**src/rtl/core_ctrl.sv**
```systemverilog
// core_ctrl: sequences one attention-core pass (fill, preload, execute, drain, xfer, acc, sync, divide).
// Latency: first command appears the cycle after start is sampled; every output is a flop.
// Backpressure: the only stall is SYNC, held until the partner core's sum FIFO reports non-empty.
module core_ctrl #(
    parameter int col   = 8,
    parameter int pr    = 8,
    parameter int len   = 8,
    parameter int drain = 16
) (
    input  logic        clk,
    input  logic        reset,
    input  logic        start,
    input  logic        sum_rd_vld,
    output logic [19:0] inst,
    output logic        mem_in_rd,
    output logic        mem_in_sel,
    output logic        busy,
    output logic        done
);

    // Row counter is at least 5 bits; widened only if col or drain outgrow it.
    localparam int CW_COL = $clog2(col + 1);
    localparam int CW_DRN = $clog2(drain + 1);
    localparam int CW_MAX = (CW_COL > CW_DRN) ? CW_COL : CW_DRN;
    localparam int CW     = (CW_MAX > 5) ? CW_MAX : 5;

    localparam logic [CW-1:0] LEN_C    = CW'(len);
    localparam logic [CW-1:0] LEN_M1   = CW'(len - 1);
    localparam logic [CW-1:0] COL_C    = CW'(col);
    localparam logic [CW-1:0] COL_M1   = CW'(col - 1);
    localparam logic [CW-1:0] DRAIN_M1 = CW'(drain - 1);

    // Array row parallelism has no effect on the command stream.
    if (pr < 1) begin : g_pr_unused
    end

    typedef struct packed {
        logic       sfp_pmem_wr;
        logic       acc;
        logic       div;
        logic       ofifo_rd;
        logic [3:0] qkmem_add;
        logic [3:0] pmem_add;
        logic       execute;
        logic       load;
        logic       qmem_rd;
        logic       qmem_wr;
        logic       kmem_rd;
        logic       kmem_wr;
        logic       pmem_rd;
        logic       pmem_wr;
    } inst_t;

    typedef enum logic [3:0] {
        IDLE,
        QWR,
        KWR,
        KLOAD,
        EXEC,
        DRAIN,
        XFER,
        ACC,
        SYNC,
        DIV_RD,
        DIV_WR,
        DONE
    } state_t;

    state_t        state;
    state_t        state_nxt;
    logic [CW-1:0] cnt;
    logic [CW-1:0] cnt_nxt;

    inst_t         inst_nxt;
    logic          mem_in_rd_nxt;
    logic          mem_in_sel_nxt;
    logic          busy_nxt;
    logic          done_nxt;

    always_ff @(posedge clk) begin
        if (reset) begin
            state      <= IDLE;
            cnt        <= '0;
            inst       <= '0;
            mem_in_rd  <= 1'b0;
            mem_in_sel <= 1'b0;
            busy       <= 1'b0;
            done       <= 1'b0;
        end else begin
            state      <= state_nxt;
            cnt        <= cnt_nxt;
            inst       <= inst_nxt;
            mem_in_rd  <= mem_in_rd_nxt;
            mem_in_sel <= mem_in_sel_nxt;
            busy       <= busy_nxt;
            done       <= done_nxt;
        end
    end

    // Next state and counter; the counter clears whenever a new phase is entered.
    always_comb begin
        state_nxt = state;
        cnt_nxt   = cnt + 1'b1;
        case (state)
            IDLE: begin
                cnt_nxt = '0;
                if (start) begin
                    state_nxt = QWR;
                end
            end
            QWR: begin
                if (cnt == LEN_M1) begin
                    state_nxt = KWR;
                    cnt_nxt   = '0;
                end
            end
            KWR: begin
                if (cnt == COL_M1) begin
                    state_nxt = KLOAD;
                    cnt_nxt   = '0;
                end
            end
            KLOAD: begin
                if (cnt == COL_C) begin
                    state_nxt = EXEC;
                    cnt_nxt   = '0;
                end
            end
            EXEC: begin
                if (cnt == LEN_C) begin
                    state_nxt = DRAIN;
                    cnt_nxt   = '0;
                end
            end
            DRAIN: begin
                if (cnt == DRAIN_M1) begin
                    state_nxt = XFER;
                    cnt_nxt   = '0;
                end
            end
            XFER: begin
                if (cnt == LEN_M1) begin
                    state_nxt = ACC;
                    cnt_nxt   = '0;
                end
            end
            ACC: begin
                if (cnt == LEN_C) begin
                    state_nxt = SYNC;
                    cnt_nxt   = '0;
                end
            end
            SYNC: begin
                cnt_nxt = '0;
                if (sum_rd_vld) begin
                    state_nxt = DIV_RD;
                end
            end
            DIV_RD: begin
                cnt_nxt   = cnt;
                state_nxt = DIV_WR;
            end
            DIV_WR: begin
                if (cnt >= LEN_M1) begin
                    state_nxt = DONE;
                    cnt_nxt   = '0;
                end else begin
                    state_nxt = DIV_RD;
                end
            end
            DONE: begin
                state_nxt = IDLE;
                cnt_nxt   = '0;
            end
            default: begin
                state_nxt = IDLE;
                cnt_nxt   = '0;
            end
        endcase
    end

    // Commands are decoded from the upcoming state so they land in flops aligned with it.
    always_comb begin
        inst_nxt       = '0;
        mem_in_rd_nxt  = 1'b0;
        mem_in_sel_nxt = 1'b0;
        done_nxt       = 1'b0;
        busy_nxt       = (state_nxt != IDLE);
        case (state_nxt)
            QWR: begin
                inst_nxt.qmem_wr   = 1'b1;
                inst_nxt.qkmem_add = cnt_nxt[3:0];
                mem_in_rd_nxt      = 1'b1;
            end
            KWR: begin
                inst_nxt.kmem_wr   = 1'b1;
                inst_nxt.qkmem_add = cnt_nxt[3:0];
                mem_in_rd_nxt      = 1'b1;
                mem_in_sel_nxt     = 1'b1;
            end
            KLOAD: begin
                inst_nxt.load = 1'b1;
                if (cnt_nxt < COL_C) begin
                    inst_nxt.kmem_rd   = 1'b1;
                    inst_nxt.qkmem_add = cnt_nxt[3:0];
                end
            end
            EXEC: begin
                inst_nxt.execute = 1'b1;
                if (cnt_nxt < LEN_C) begin
                    inst_nxt.qmem_rd   = 1'b1;
                    inst_nxt.qkmem_add = cnt_nxt[3:0];
                end
            end
            XFER: begin
                inst_nxt.ofifo_rd = 1'b1;
                inst_nxt.pmem_wr  = 1'b1;
                inst_nxt.pmem_add = cnt_nxt[3:0];
            end
            ACC: begin
                inst_nxt.acc = 1'b1;
                if (cnt_nxt < LEN_C) begin
                    inst_nxt.pmem_rd  = 1'b1;
                    inst_nxt.pmem_add = cnt_nxt[3:0];
                end
            end
            DIV_RD: begin
                inst_nxt.div      = 1'b1;
                inst_nxt.pmem_rd  = 1'b1;
                inst_nxt.pmem_add = cnt_nxt[3:0];
            end
            DIV_WR: begin
                inst_nxt.sfp_pmem_wr = 1'b1;
                inst_nxt.pmem_wr     = 1'b1;
                inst_nxt.pmem_add    = cnt_nxt[3:0];
            end
            DONE: begin
                done_nxt = 1'b1;
            end
            default: begin
            end
        endcase
    end

endmodule

```
**config.mk**
```make
export PLATFORM = sky130hd
export DESIGN_NAME = core_ctrl
export DESIGN_NICKNAME = d
export VERILOG_FILES = /design/src/rtl/core_ctrl.sv
export SDC_FILE = /design/constraint.sdc
export NUM_CORES = 1
export LEC_CHECK = 0
export ABC_AREA = 1
export CAP_MARGIN = 20
export CORE_MARGIN = 5
export CORE_UTILIZATION = 45
export CTS_CLUSTER_DIAMETER = 200
export DETAILED_ROUTE_END_ITERATION = 10
export MAX_ROUTING_LAYER = met4
export PLACE_DENSITY = 0.78
export SLEW_MARGIN = 20
export SYNTH_ARGS = -nofsm -noshare
export SYNTH_HDL_FRONTEND = slang
export SYNTH_SLANG_ARGS = --single-unit
```
**constraint.sdc**
```tcl
create_clock -name clk -period 4 [get_ports clk]
set_input_delay 1.2 -clock clk [delete_from_list [all_inputs] [get_ports clk]]
set_output_delay 1.2 -clock clk [all_outputs]
set_load 0.005 [all_outputs]
```
==> impl_metrics.csv <==
group,metric,value,unit
yosys,yosysUniqueCellTypes,26,
power,power_frac_seq,54.2,%
clocking,clk_pin_slew,0.09,ns
global_route,antenna_found_initial,0,
power,clock_power_share,38.4,%
hold_path,hold_start,"cnt[1]",
finish,stdcell_count,303,
critical_path,cpPeakStageDelay,0.49,ns
timing,hold-worst-slack,0.705,ns
clocking,holdBufCountCts,0,
clocking,clock-sinks,32,
timing,fin_crit,2.35,ns
global_route,grt_max_degree,17,
hold_path,hold_depth,4,
yosys,postSynthAreaPerCell,7.13,um^2
power,power,0.602,mW
yosys,ys_seq_area_share,39.9,%
timing,tightest_slew,0.516,ns
finish,drive_gt1_share,18.7,%
placed_design,place_area,1920,um^2
yosys,synth.largest_area_cell,"dfxtp_1",
yosys,syn_nets,233,
finish,nets,264,
critical_path,critPathRequiredTime,2.80,ns
finish,antenna_cells,0,
route,ant_nets,0,
critical_path,cp-end-kind,"output pin",
critical_path,cp_top_family,"buffers and inverters",
global_route,grt_pass1_wl,5800,um
critical_path,slowest_stage,"clkdlybuf4s50_1",
placed_design,port_buffers,27,
run_status,status,"finished clean",
critical_path,r2r_cells,12,
clocking,insertion_delay,0.32,ns
timing,relSlewSlack,65.5,%
finish,utilization,58.8,%
power,switching_share,21.6,%
critical_path,cp-start-kind,"register",
placed_design,hpwl,2710,um
timing,tns,0,ns
hold_path,hold_path_class,"register to register",
power,p_int,0.472,mW
timing,fin_crit_sh,58.6,%
critical_path,path_class,"register to output pin",
critical_path,arrival,1.15,ns
power,p_per_area,302,nW/um^2
route,wirelength,3270,um
route,num_vias,1433,
clocking,clock-root-buffer,"clkbuf_4",
clocking,cts_buffer_depth,2,
clocking,cts_inserted_buffers,5,
floorplan,initial_core_util,47.4,%
finish,final_common_cell,"nand2_1",
critical_path,rrSetupSlack,1.99,ns
timing,maxSlewViolCount,0,
floorplan,die_w,69.7,um
global_route,grt_pass1_vias,1359,
global_route,grt_usage,15.2,%
yosys,syn_inst,225,
route,drc,0,
route,firstDrtPassIters,6,
critical_path,r2r-start,"cnt[0]",
yosys,syn_area,1610,um^2
clocking,post_cts_resized,0,
critical_path,critPathMaxFanout,2,
yosys,ys_warn_count,0,
critical_path,rr_endpoint,"inst[14]",
global_route,overflow,0,
timing,hold_viol,0,
placed_design,dp_cells,295,
critical_path,path_cells,"clkdlybuf4s50_1",
placed_design,finalWeightedCongestion,0.854,
finish,stdcell_area,1990,um^2
yosys,yosys.area.top_type_share,39.9,%
critical_path,crit_buf_inv,1,
route,drt_iter0_drc,115,
finish,syn_to_final_growth,24.2,%
yosys,synth-seq-cells,32,
floorplan,core-area,3390,um^2
power,combPwrFrac,7.4,%
timing,finalWorstSetupSlack,1.65,ns
power,switchingPower,0.130,mW
power,p_leak,0.986,nW
finish,mostFrequentLayoutCells,"nand2_1, nor2_1, dfxtp_1, clkdlybuf4s50_1, inv_1",
timing,finalSetupViolCount,0,
route,vias_per_cell,4.73,
hold_path,worstHoldEndpoint,"cnt[1]",
clocking,htree_levels,2,
run,maxCapViolCount,0,
timing,rsz0062_at_grt,"no",
placed_design,place_ws,1.38,ns
clocking,cts_tree,"built",
route,routedWlPerCell,10.8,um
yosys,synthTopCellsByArea,"dfxtp_1, nand2_1, nor2_1, inv_1, nand2_2",
timing,fmax,426,MHz
floorplan,rows,21,
floorplan,die-area,4860,um^2
floorplan,top_level_ports,28,
clocking,cts_setup_buffers,0,
floorplan,die-height,69.7,um
power,ir_worst_vdd,0.392,mV
timing,fin_skew,0.00396,ns
sequential cells by signal, indices dropped and copies added, names as in the netlist:
| register | cells |
|---|---|
| state | 4 |
| done | 1 |
| inst | 20 |
| mem_in_rd | 1 |
| cnt | 5 |
| busy | 1 |
metal layers:
metal / up-vias / global-route usage (%) / routed length, um
met3: 4 / 6.38 / 185
met5: - / - / 0
met4: 0 / 4.68 / 31
met2: 33 / 24.4 / 1560
met1: 642 / 17.4 / 1490
li1: 754 / - / -
cell usage after synthesis:
library cell,instances
a21oi_1,9
a22oi_1,1
and2_1,1
buf_1,1
buf_4,1
clkbuf_1,1
clkinv_1,3
dfxtp_1,32
ha_1,4
inv_1,23
inv_2,12
nand2_1,46
nand2_2,11
nand2_4,3
nand3_1,12
nand3_2,5
nand3_4,1
nand3b_1,1
nand4_1,3
nor2_1,38
nor2_2,4
nor2_4,5
nor3_1,2
nor4_1,1
o21ai_0,4
xor2_1,1
power by group through the flow:
stage,combinational [mW],sequential (mW),clock (mW)
3_5_place_dp,0.0450,0.334,0
2_1_floorplan,0.0299,0.334,0
5_1_grt,0.0505,0.327,0.252
4_1_cts,0.0452,0.326,0.236
3_3_place_gp,0.0444,0.334,0
6_report,0.0448,0.326,0.231
worst max-delay path by stage:
stage / from / to / slack [ns] / cells after the start
final: inst[2] / inst[2] / 1.65 / 1
after global routing: inst[2] / inst[2] / 1.58 / 1
after CTS: inst[2] / inst[2] / 1.64 / 1
after detailed placement: sum_rd_vld / inst[9] / 1.38 / 11
after global placement: sum_rd_vld / inst[9] / 1.37 / 11
after floorplan: sum_rd_vld / inst[13] / 1.95 / 11
cell families after synthesis:
kind of cell    after synthesis  share of synthesized area, %
flops                        32                          39.9
buf+inv                      41                          9.82
simple gates                133                          42.1
compound gates               14                          4.52
xor+xnor                      1                         0.546
fa+ha+maj                     4                          3.12
cell type report:
type | instances | area [um^2]
multi-input cells | 152 | 807
clock buffers | 6 | 41.3
flip-flops and latches | 32 | 641
clock inverters | 2 | 35.0
inverters | 38 | 143
fillers | 317 | 1400
well taps | 46 | 57.6
repair buffers | 27 | 270
worst register-to-register path, delay by kind of cell (launching register included):
family	cells	cell delay (ns)
adder cells (fa/ha/maj)	2	0.40
flip-flops	1	0.42
buffers and inverters	2	0.15
AND/OR/NAND/NOR	6	0.70
AO/OA/AOI/OAI	2	0.29
(Power assumes the default switching activity.)
